--- src/rtl/uart_tx_buf.sv ---
// uart_tx_buf: FIFO-buffered UART transmitter with runtime divisor, parity and break
// Ports: i_clk/i_reset_n (sync, active-low); i_data/i_valid/o_ready write side;
//        i_div cycles-per-bit (0 = CLK/BPS); i_break line break request;
//        o_txd serial out (idle high); o_busy; o_level FIFO occupancy.
module uart_tx_buf #(
    parameter int    CLK        = 25_000_000,
    parameter int    BPS        = 115200,
    parameter int    DATA_BIT   = 8,
    parameter string CHECK_BIT  = "None",
    parameter int    STOP_BIT   = 1,
    parameter int    FIFO_DEPTH = 16,
    localparam int   AW         = $clog2(FIFO_DEPTH)
) (
    input  logic                i_clk,
    input  logic                i_reset_n,
    input  logic [DATA_BIT-1:0] i_data,
    input  logic                i_valid,
    output logic                o_ready,
    input  logic [15:0]         i_div,
    input  logic                i_break,
    output logic                o_txd,
    output logic                o_busy,
    output logic [AW:0]         o_level
);
    typedef enum logic [2:0] {IDLE, START, DATA, PARITY, STOP, BREAK} state_t;
    localparam logic [15:0] DIV0       = 16'(CLK / BPS);
    localparam int          HAS_PAR    = (CHECK_BIT != "None") ? 1 : 0;
    localparam logic [3:0]  LAST_DATA  = 4'(DATA_BIT - 1);
    localparam logic [3:0]  LAST_STOP  = 4'(STOP_BIT - 1);
    localparam logic [3:0]  FRAME_BITS = 4'(1 + DATA_BIT + HAS_PAR + STOP_BIT);
    localparam logic [AW:0] FULL       = (AW + 1)'(FIFO_DEPTH);
    logic [DATA_BIT-1:0] mem_q [FIFO_DEPTH];
    logic [AW-1:0]       wr_q, wr_d, rd_q, rd_d;
    logic [AW:0]         level_q, level_d;
    state_t              state_q, state_d;
    logic [15:0]         cnt_q, cnt_d, div_q, div_d, div_raw, div_eff;
    logic [3:0]          bit_q, bit_d;
    logic [DATA_BIT-1:0] shr_q, shr_d, head;
    logic                par_q, par_d, brk_hi_q, brk_hi_d, txd_q, txd_d;
    logic                wr, pop, bit_end, head_par, brk_min_done;
    assign o_ready  = level_q != FULL;
    assign o_busy   = state_q != IDLE || level_q != '0;
    assign o_level  = level_q;
    assign o_txd    = txd_q;
    assign wr       = i_valid && o_ready;
    assign head     = mem_q[rd_q];
    assign head_par = (CHECK_BIT == "Odd") ? ~^head : (CHECK_BIT == "Even") ? ^head : (CHECK_BIT == "Mark");
    assign div_raw  = (i_div == 16'd0) ? DIV0 : i_div;
    assign div_eff  = (div_raw < 16'd4) ? 16'd4 : div_raw;
    assign bit_end  = cnt_q == div_q - 16'd1;
    // the minimum break low time is reached on the last cycle of the final frame bit
    assign brk_min_done = bit_q == FRAME_BITS || (bit_end && bit_q == FRAME_BITS - 4'd1);
    always_comb begin
        wr_d    = wr ? wr_q + AW'(1) : wr_q;
        rd_d    = pop ? rd_q + AW'(1) : rd_q;
        level_d = (wr && !pop) ? level_q + (AW + 1)'(1) : (!wr && pop) ? level_q - (AW + 1)'(1) : level_q;
    end
    always_comb begin
        state_d  = state_q;
        cnt_d    = cnt_q + 16'd1;
        bit_d    = bit_q;
        shr_d    = shr_q;
        par_d    = par_q;
        div_d    = div_q;
        brk_hi_d = brk_hi_q;
        pop      = 1'b0;
        txd_d    = 1'b1;
        unique case (state_q)
            IDLE: begin
                cnt_d    = '0;
                bit_d    = '0;
                brk_hi_d = 1'b0;
                if (i_break) begin
                    state_d = BREAK;
                    div_d   = div_eff;
                end else if (level_q != '0) begin
                    pop     = 1'b1;
                    shr_d   = head;
                    par_d   = head_par;
                    div_d   = div_eff;
                    state_d = START;
                end
            end
            START: begin
                txd_d = 1'b0;
                if (bit_end) begin
                    cnt_d   = '0;
                    state_d = DATA;
                end
            end
            DATA: begin
                txd_d = shr_q[0];
                if (bit_end) begin
                    cnt_d = '0;
                    shr_d = shr_q >> 1;
                    bit_d = (bit_q == LAST_DATA) ? 4'd0 : bit_q + 4'd1;
                    if (bit_q == LAST_DATA) state_d = (HAS_PAR != 0) ? PARITY : STOP;
                end
            end
            PARITY: begin
                txd_d = par_q;
                if (bit_end) begin
                    cnt_d   = '0;
                    state_d = STOP;
                end
            end
            STOP: begin
                if (bit_end) begin
                    cnt_d   = '0;
                    bit_d   = (bit_q == LAST_STOP) ? 4'd0 : bit_q + 4'd1;
                    state_d = (bit_q == LAST_STOP) ? IDLE : STOP;
                end
            end
            BREAK: begin
                if (!brk_hi_q) begin
                    txd_d = 1'b0;
                    if (bit_end) begin
                        cnt_d = '0;
                        if (bit_q != FRAME_BITS) bit_d = bit_q + 4'd1;
                    end
                    // leave the low phase once a frame time has passed and the request is gone
                    if (brk_min_done && !i_break) begin
                        brk_hi_d = 1'b1;
                        cnt_d    = '0;
                    end
                end else if (bit_end) begin
                    cnt_d   = '0;
                    state_d = IDLE;
                end
            end
            default: state_d = IDLE;
        endcase
    end
    always_ff @(posedge i_clk) begin
        if (i_reset_n && wr) mem_q[wr_q] <= i_data;
    end
    always_ff @(posedge i_clk) begin
        if (!i_reset_n) begin
            state_q  <= IDLE;
            wr_q     <= '0;
            rd_q     <= '0;
            level_q  <= '0;
            cnt_q    <= '0;
            bit_q    <= '0;
            div_q    <= '0;
            shr_q    <= '0;
            par_q    <= 1'b0;
            brk_hi_q <= 1'b0;
            txd_q    <= 1'b1;
        end else begin
            state_q  <= state_d;
            wr_q     <= wr_d;
            rd_q     <= rd_d;
            level_q  <= level_d;
            cnt_q    <= cnt_d;
            bit_q    <= bit_d;
            div_q    <= div_d;
            shr_q    <= shr_d;
            par_q    <= par_d;
            brk_hi_q <= brk_hi_d;
            txd_q    <= txd_d;
        end
    end
endmodule

--- config.mk ---
export PLATFORM = sky130hd
export DESIGN_NAME = uart_tx_buf
export DESIGN_NICKNAME = d
export VERILOG_FILES = /design/src/rtl/uart_tx_buf.sv
export SDC_FILE = /design/constraint.sdc
export NUM_CORES = 1
export LEC_CHECK = 0
export ABC_CLOCK_PERIOD_IN_PS = 3000
export CAP_MARGIN = 20
export CORE_MARGIN = 1.5
export CORE_UTILIZATION = 40
export DETAILED_ROUTE_END_ITERATION = 8
export GPL_TIMING_DRIVEN = 0
export SLEW_MARGIN = 30
export SYNTH_ARGS = -nofsm -noshare
export SYNTH_HDL_FRONTEND = slang
export SYNTH_SLANG_ARGS = --single-unit
--- constraint.sdc ---
create_clock -name i_clk -period 3 [get_ports i_clk]
set_input_delay 0.75 -clock i_clk [delete_from_list [all_inputs] [get_ports i_clk]]
set_output_delay 0.75 -clock i_clk [all_outputs]
set_load 0.02 [all_outputs]
* Word level (Yosys, flattened, before mapping) *
Memory sizes are Yosys's and may differ from the RTL's. A register that Yosys moved wholly into a read port is not among the register bits.
Cells that the tools add are included.

word-level totals
  logic and storage cells = 114
  register bits after elaboration = 62
  memories = 1
  output and inout port bits = 8
  memory bits (read-only) = 0
  RAM bits = 128
  latch bits = 0

memory list
  memory  words  bits a word  read ports  clocked after memory_dff  wr ports  RTL line  text
  mem_q   16     8            1           1                         1         32        logic [DATA_BIT-1:0] mem_q [FIFO_DEPTH];

operators by class
  bitwise gates (word level) = 0
  shift-type cells = 0
  equal/unequal tests = 23
  multipliers = 0
  add/subtract/negate cells = 7
  reductions and logical operators = 27
  divide/modulo/power cells = 0
  muxes and demuxes = 45
  order comparisons = 1

operators with widths
  operator                                                                       count
  16-bit 2-to-1 mux                                                              7
  16-bit case mux with 3 select lines                                            1
  4-bit 2-to-1 mux                                                               9
  3-bit 2-to-1 mux                                                               10
  8-bit 2-to-1 mux                                                               3
  2-bit inequality test, second input constant                                   11
  3-bit case mux with 6 select lines                                             1
  16-bit by 1-bit adder with 16-bit output, second input constant                1
  16-bit == test                                                                 1
  16-bit logical NOT                                                             1
  16-bit by 3-bit less-than comparator with 1-bit output, second input constant  1
  4-bit case mux with 4 select lines                                             1
  8-bit case mux with 2 select lines                                             1
  16-bit by 1-bit subtractor with 16-bit output, second input constant           1
  4-bit by 1-bit adder with 4-bit output, second input constant                  3
  5-bit 2-to-1 mux                                                               2
  4-bit == test, second input constant                                           2
  1-bit 2-to-1 mux                                                               8
  8-bit AND reduction                                                            1
  2-bit nonzero test                                                             4
  3-bit by 2-bit == test with 1-bit output, second input constant                2
  3-bit == test, second input constant                                           2
  1-bit logical AND                                                              6
  6-bit AND reduction                                                            1
  20 further kinds                                                               23

* Logic depth before layout (Yosys ltp) *
  depth after elaboration = 8
  gate-level depth with buffers = 12

* Worst setup path before layout *
No wires, ideal clock.

  kind = reg2reg
  start = reg level_q[0], in the netlist o_level[0]
  end = reg level_q[4], in the netlist o_level[4]
  arrival time = 2907 ps
  required time = 2924 ps
  cell stages (with the launch flop) = 13
  path buffers = 1
  path slack = 18 ps
  cell sequence = dfxtp_1 nor4_1 nand2_1 and2_1 clkbuf_1 ha_1 inv_1 ha_1 a21o_1 a21oi_1 xnor2_1 or3_1 a21boi_0

RTL lines
  element                              RTL line  text
  from (decl)                          34        logic [AW:0] level_q, level_d;
  from (signal assigned)               154       level_q <= level_d;
  5-bit inequality test (*)            41        assign o_ready = level_q != FULL;
  named net o_ready                    18        output logic o_ready,
  1-bit logical AND (*)                45        assign wr = i_valid && o_ready;
  named net wr                         40        logic wr, pop, bit_end, head_par, brk_min_done;
  1-bit logical NOT                    56        level_d = (wr && !pop) ? level_q + (AW + 1)'(1) : (!wr && pop) ? level_q - (AW + 1)'(1) : level_q;
  1-bit logical AND                    56
  2-bit nonzero test (no source line)  -

The timed path passes the listed nets; every way through them passes the cells marked *. The select of a mux whose other input is x is not followed.
A chain may end at the register's enable or synchronous reset.

* Worst setup path after layout *
  start = reg div_q[0]
  end = reg shr_q[7]

on the way
  cells in the longest elaborated chain, start to end = 4

RTL lines
  element                                        RTL line  text
  from (decl)                                    36        logic [15:0] cnt_q, cnt_d, div_q, div_d, div_raw, div_eff;
  from (signal assigned)                         157       div_q <= div_d;
  16-bit by 1-bit subtractor with 16-bit output  50        assign bit_end = cnt_q == div_q - 16'd1;
  16-bit == test                                 50
  2-bit inequality test (no source line)         -
  4-bit AND reduction (no source line)           -
  to (signal assigned)                           158       shr_q <= shr_d;
  to (decl)                                      38        logic [DATA_BIT-1:0] shr_q, shr_d, head;

Every way passes these cells.

==> run_results.csv <==
group,metric,value,unit
layout,layout.cell_area.non_filler,10400,um2
min_path,hold_path_class,"flop to flop",
layout,area_of_the_multi_input_gates,3670,um2
yosys,postSynthAreaPerCell,12.9,um2
routing,first_pass_detailed_route_iteration_total,4,
sta,transition_at_the_pin_with_the_smallest_max_transition_slack,0.880,ns
routing,final_antenna_net_count,0,
routing,drt_iter0_markers,425,
die,die-area,23100,um2
yosys,synth_top_cells_by_count,"sky130_fd_sc_hd__edfxtp_1 (128), sky130_fd_sc_hd__nand2_1 (81), sky130_fd_sc_hd__dfxtp_1 (66)",
routing,vias,5728,
routing,remaining_drc_errors,0,
cts,clkTransAtPathRegs,0.08,ns
critical_path,path_class,"flop to flop",
routing,avgRoutedWirePerCell,19.2,um
critical_path,worst_r2r_path_depth,11,
global_route,maximum_number_of_pins_on_one_net_before_global_route_repair,21,
layout,layout-area-overhead-vs-synth,17.5,%
sta,timing.fmax,344,MHz
die,ioPinCount,36,
global_route,grt_first_pass_wirelength,31900,um
flow_run,max-cap-violations,0,
placed_design,rd_place_congestion,0.877,
global_route,globalRoute.totalOverflow,0,
die,floorplan.initialDensity,0.406,
yosys,synth.yosys.seq_area_share,0.582,
sta,finalWorstSetupSlack,0.0970,ns
yosys,synth.area.top_cells,"sky130_fd_sc_hd__edfxtp_1 (43%), sky130_fd_sc_hd__dfxtp_1 (15%), sky130_fd_sc_hd__mux4_2 (10%), sky130_fd_sc_hd__nand2_1 (3.4%), sky130_fd_sc_hd__xnor2_1 (2.4%)",
yosys,synth_cells,688,
critical_path,worst_r2r_startpoint,"div_q[0]",
power_and_ir_drop,max_rail_drop_vdd,0.328,mV
cts,cts_made_buffers,17,
yosys,synth-warning-count,0,
cts,clock-root-buffer,"sky130_fd_sc_hd__clkbuf_16",
cts,htreeDepth,4,
die,die-width,152,um
sta,hold_slack,0.456,ns
sta,setup-violations-final,0,
routing,postRouteWirelength,20000,um
die,fp.dieH,152,um
routing,highest_metal_layer_with_signal_wires,"met4",
critical_path,critical_path.endpoint_type,"flop",
critical_path,cp_data_arrival_time,3.22,ns
sta,max_slew_margin,0.411,
yosys,synthMostInstantiatedCell,"sky130_fd_sc_hd__edfxtp_1",
placed_design,detailed_place_hpwl,14200,um
die,rows,54,
power_and_ir_drop,power.density,831,nW/um2
sta,fin_crit_sh,0.968,
yosys,synthesis.nets,732,
yosys,ys.flop_type,"sky130_fd_sc_hd__edfxtp_1",
critical_path,ff2ff_setup_slack,0.1,ns
layout,share_of_layout_cells_above_drive_strength_1,0.179,
yosys,synth_top_area_share,0.433,
yosys,post_synthesis_async_set_or_reset_flop_share,0,
cts,cts_tree,"done",
yosys,synth_area,8870,um2
yosys,synth_edf_count,128,
routing,via_per_inst,5.49,
cts,number_of_buffers_on_the_longest_clock_path,2,
cts,clock_insertion_delay_worst_skew,0.44,ns
layout,layout.area.seq,5170,um2
routing,route.met3.wl,933,um
critical_path,path_cells,"inv_2, ha_4, or4b_1, clkbuf_4, o21ai_2, nand3_1, nor4_4, nand4_4, o21a_1, buf_6, a31o_1",
yosys,synth_area_leader_cell,"sky130_fd_sc_hd__edfxtp_1",
critical_path,timing.rr.end,"shr_q[7]",
global_route,first_global_vias,5755,
power_and_ir_drop,leakagePower,3.48,nW
yosys,netlist-cell-type-count,69,
global_route,grtUsageTotal,0.178,
placed_design,dpl_cell_area,9580,um2
sta,finalHoldViolations,0,
critical_path,worstPathMaxFanout,8,
run_status,run_status,"completed",
routing,wl_met1,9050,um
critical_path,worstSetupStartpointType,"flop",
sta,final_number_of_max_transition_violations,0,
sta,skew,0.0166,ns
yosys,synth.ff_latch_count,194,
layout,layout.nets,795,
critical_path,timing.critical_path.required,3.32,ns
cts,numClockSinks,194,
placed_design,portBuffers,34,
critical_path,timing.critical_path.from,"div_q[0]",
critical_path,slowest_stage,"sky130_fd_sc_hd__nor4_4",
min_path,timing.hold.worst_path_depth,2,
min_path,timing.hold.worst_endpoint,"shr_q[0]",
sta,post-route-min-period,2.90,ns
critical_path,critical-path-max-stage-delay,0.45,ns
layout,n_antenna_cell,0,
placed_design,pre_cts_slack,-0.948,ns
layout,fillers,1906,
die,core_area,21800,um2
routing,detailroute.wirelength.met2,9650,um
global_route,initial_antenna_violation_count,0,
min_path,hold_path_startpoint,"shr_q[0]",
[state kept, by name (all words and copies together), names as in the netlist, named ones only]
name and cells:
bit_q 4, mem_q 128, o_level 5, div_q 16, brk_hi_q 1, rd_q 4, cnt_q 16, o_txd 1
state_q 3, shr_q 8, wr_q 4
[through the flow]
step           cells  setup TNS [ns]  power, W  utilization
6_report        1044               0   0.00867        0.478
5_1_grt         1044         -0.0183   0.00915        0.478
4_1_cts         1037               0   0.00850        0.471
3_5_place_dp    1002          -19.48   0.00611        0.439
3_3_place_gp    1002          -28.41   0.00606        0.438
2_1_floorplan    688               0   0.00537            -
[kinds of logic after synthesis]
logic type,Yosys count,synth area share
and+or+nand+nor,249,0.143
buffers and inverters,50,0.0234
xor gates and xnor gates,41,0.0405
DFF,194,0.582
adders and majority gates,16,0.0234
AOI/OAI and AO/OA,84,0.0697
muxes,54,0.117
[area by class of cell]
type,count,share of cell area
Sequential cell,194,0.496
Tap cell,280,0.0336
Clock inverter,14,0.0151
Inverter,14,0.00540
Buffer,35,0.0160
Multi-Input combinational cell,444,0.352
Timing Repair Buffer,45,0.0406
Clock buffer,18,0.0412
[placed cells by master, fill, tap and decap left out, types with 7 or more instances in the layout]
master,Yosys,routed
sky130_fd_sc_hd__xnor2_1,24,24
sky130_fd_sc_hd__nand4_1,7,7
sky130_fd_sc_hd__o21ai_0,13,12
sky130_fd_sc_hd__clkbuf_16,0,17
sky130_fd_sc_hd__nor3_1,31,25
sky130_fd_sc_hd__mux2i_1,13,13
sky130_fd_sc_hd__mux4_2,40,40
sky130_fd_sc_hd__xor2_1,17,17
sky130_fd_sc_hd__nand3_1,21,21
sky130_fd_sc_hd__dfxtp_1,66,63
sky130_fd_sc_hd__nor2_1,38,36
sky130_fd_sc_hd__nand2b_1,7,7
sky130_fd_sc_hd__clkdlybuf4s50_1,0,34
sky130_fd_sc_hd__clkbuf_1,24,24
sky130_fd_sc_hd__nor2b_1,11,10
sky130_fd_sc_hd__and3_1,7,7
sky130_fd_sc_hd__a21oi_1,16,16
sky130_fd_sc_hd__ha_1,15,14
sky130_fd_sc_hd__buf_4,0,12
sky130_fd_sc_hd__a21boi_0,10,10
sky130_fd_sc_hd__nand2_1,81,81
sky130_fd_sc_hd__edfxtp_1,128,128
sky130_fd_sc_hd__inv_1,13,10
sky130_fd_sc_hd__and2_1,15,14
[what timing repair did]
item	4_1_cts	5_1_grt
setup endpoints to repair	30	31
hold buffers	0	0
buffers inserted	4	7
pin swaps	5	5
resized for setup	19	21
[critical path, delay by kind of cell (launching register included)]
kind | cells | cell delay [ns]
compound gates | 3 | 0.59
fa+ha+maj | 1 | 0.16
buf+inv | 3 | 0.44
flops | 1 | 0.36
simple gates | 4 | 1.23
[power breakdown]
group	leakage (nW)	switching (W)	internal, W
Combinational	1.51	0.00172	0.00138
Clock	0.284	0.00111	0.00112
Sequential	1.69	0.000266	0.00307
[layer usage]
| metal | vias to the layer above | GRT usage |
|---|---|---|
| met3 | 29 | 0.0379 |
| met1 | 2837 | 0.241 |
| li1 | 2708 | - |
| met2 | 154 | 0.287 |
| met4 | 0 | 0.0583 |
| met5 | - | 0 |
[worst max path at each step]
stage / endpoint / depth (start not counted) / slack [ns]
finish: shr_q[7] / 11 / 0.1
global route: shr_q[7] / 11 / -0.02
CTS: shr_q[1] / 11 / 0.01
detailed placement: o_level[4] / 11 / -0.95
global placement: o_level[4] / 11 / -0.86
floorplan: o_level[4] / 12 / 0.02
(Power assumes the default switching activity.)
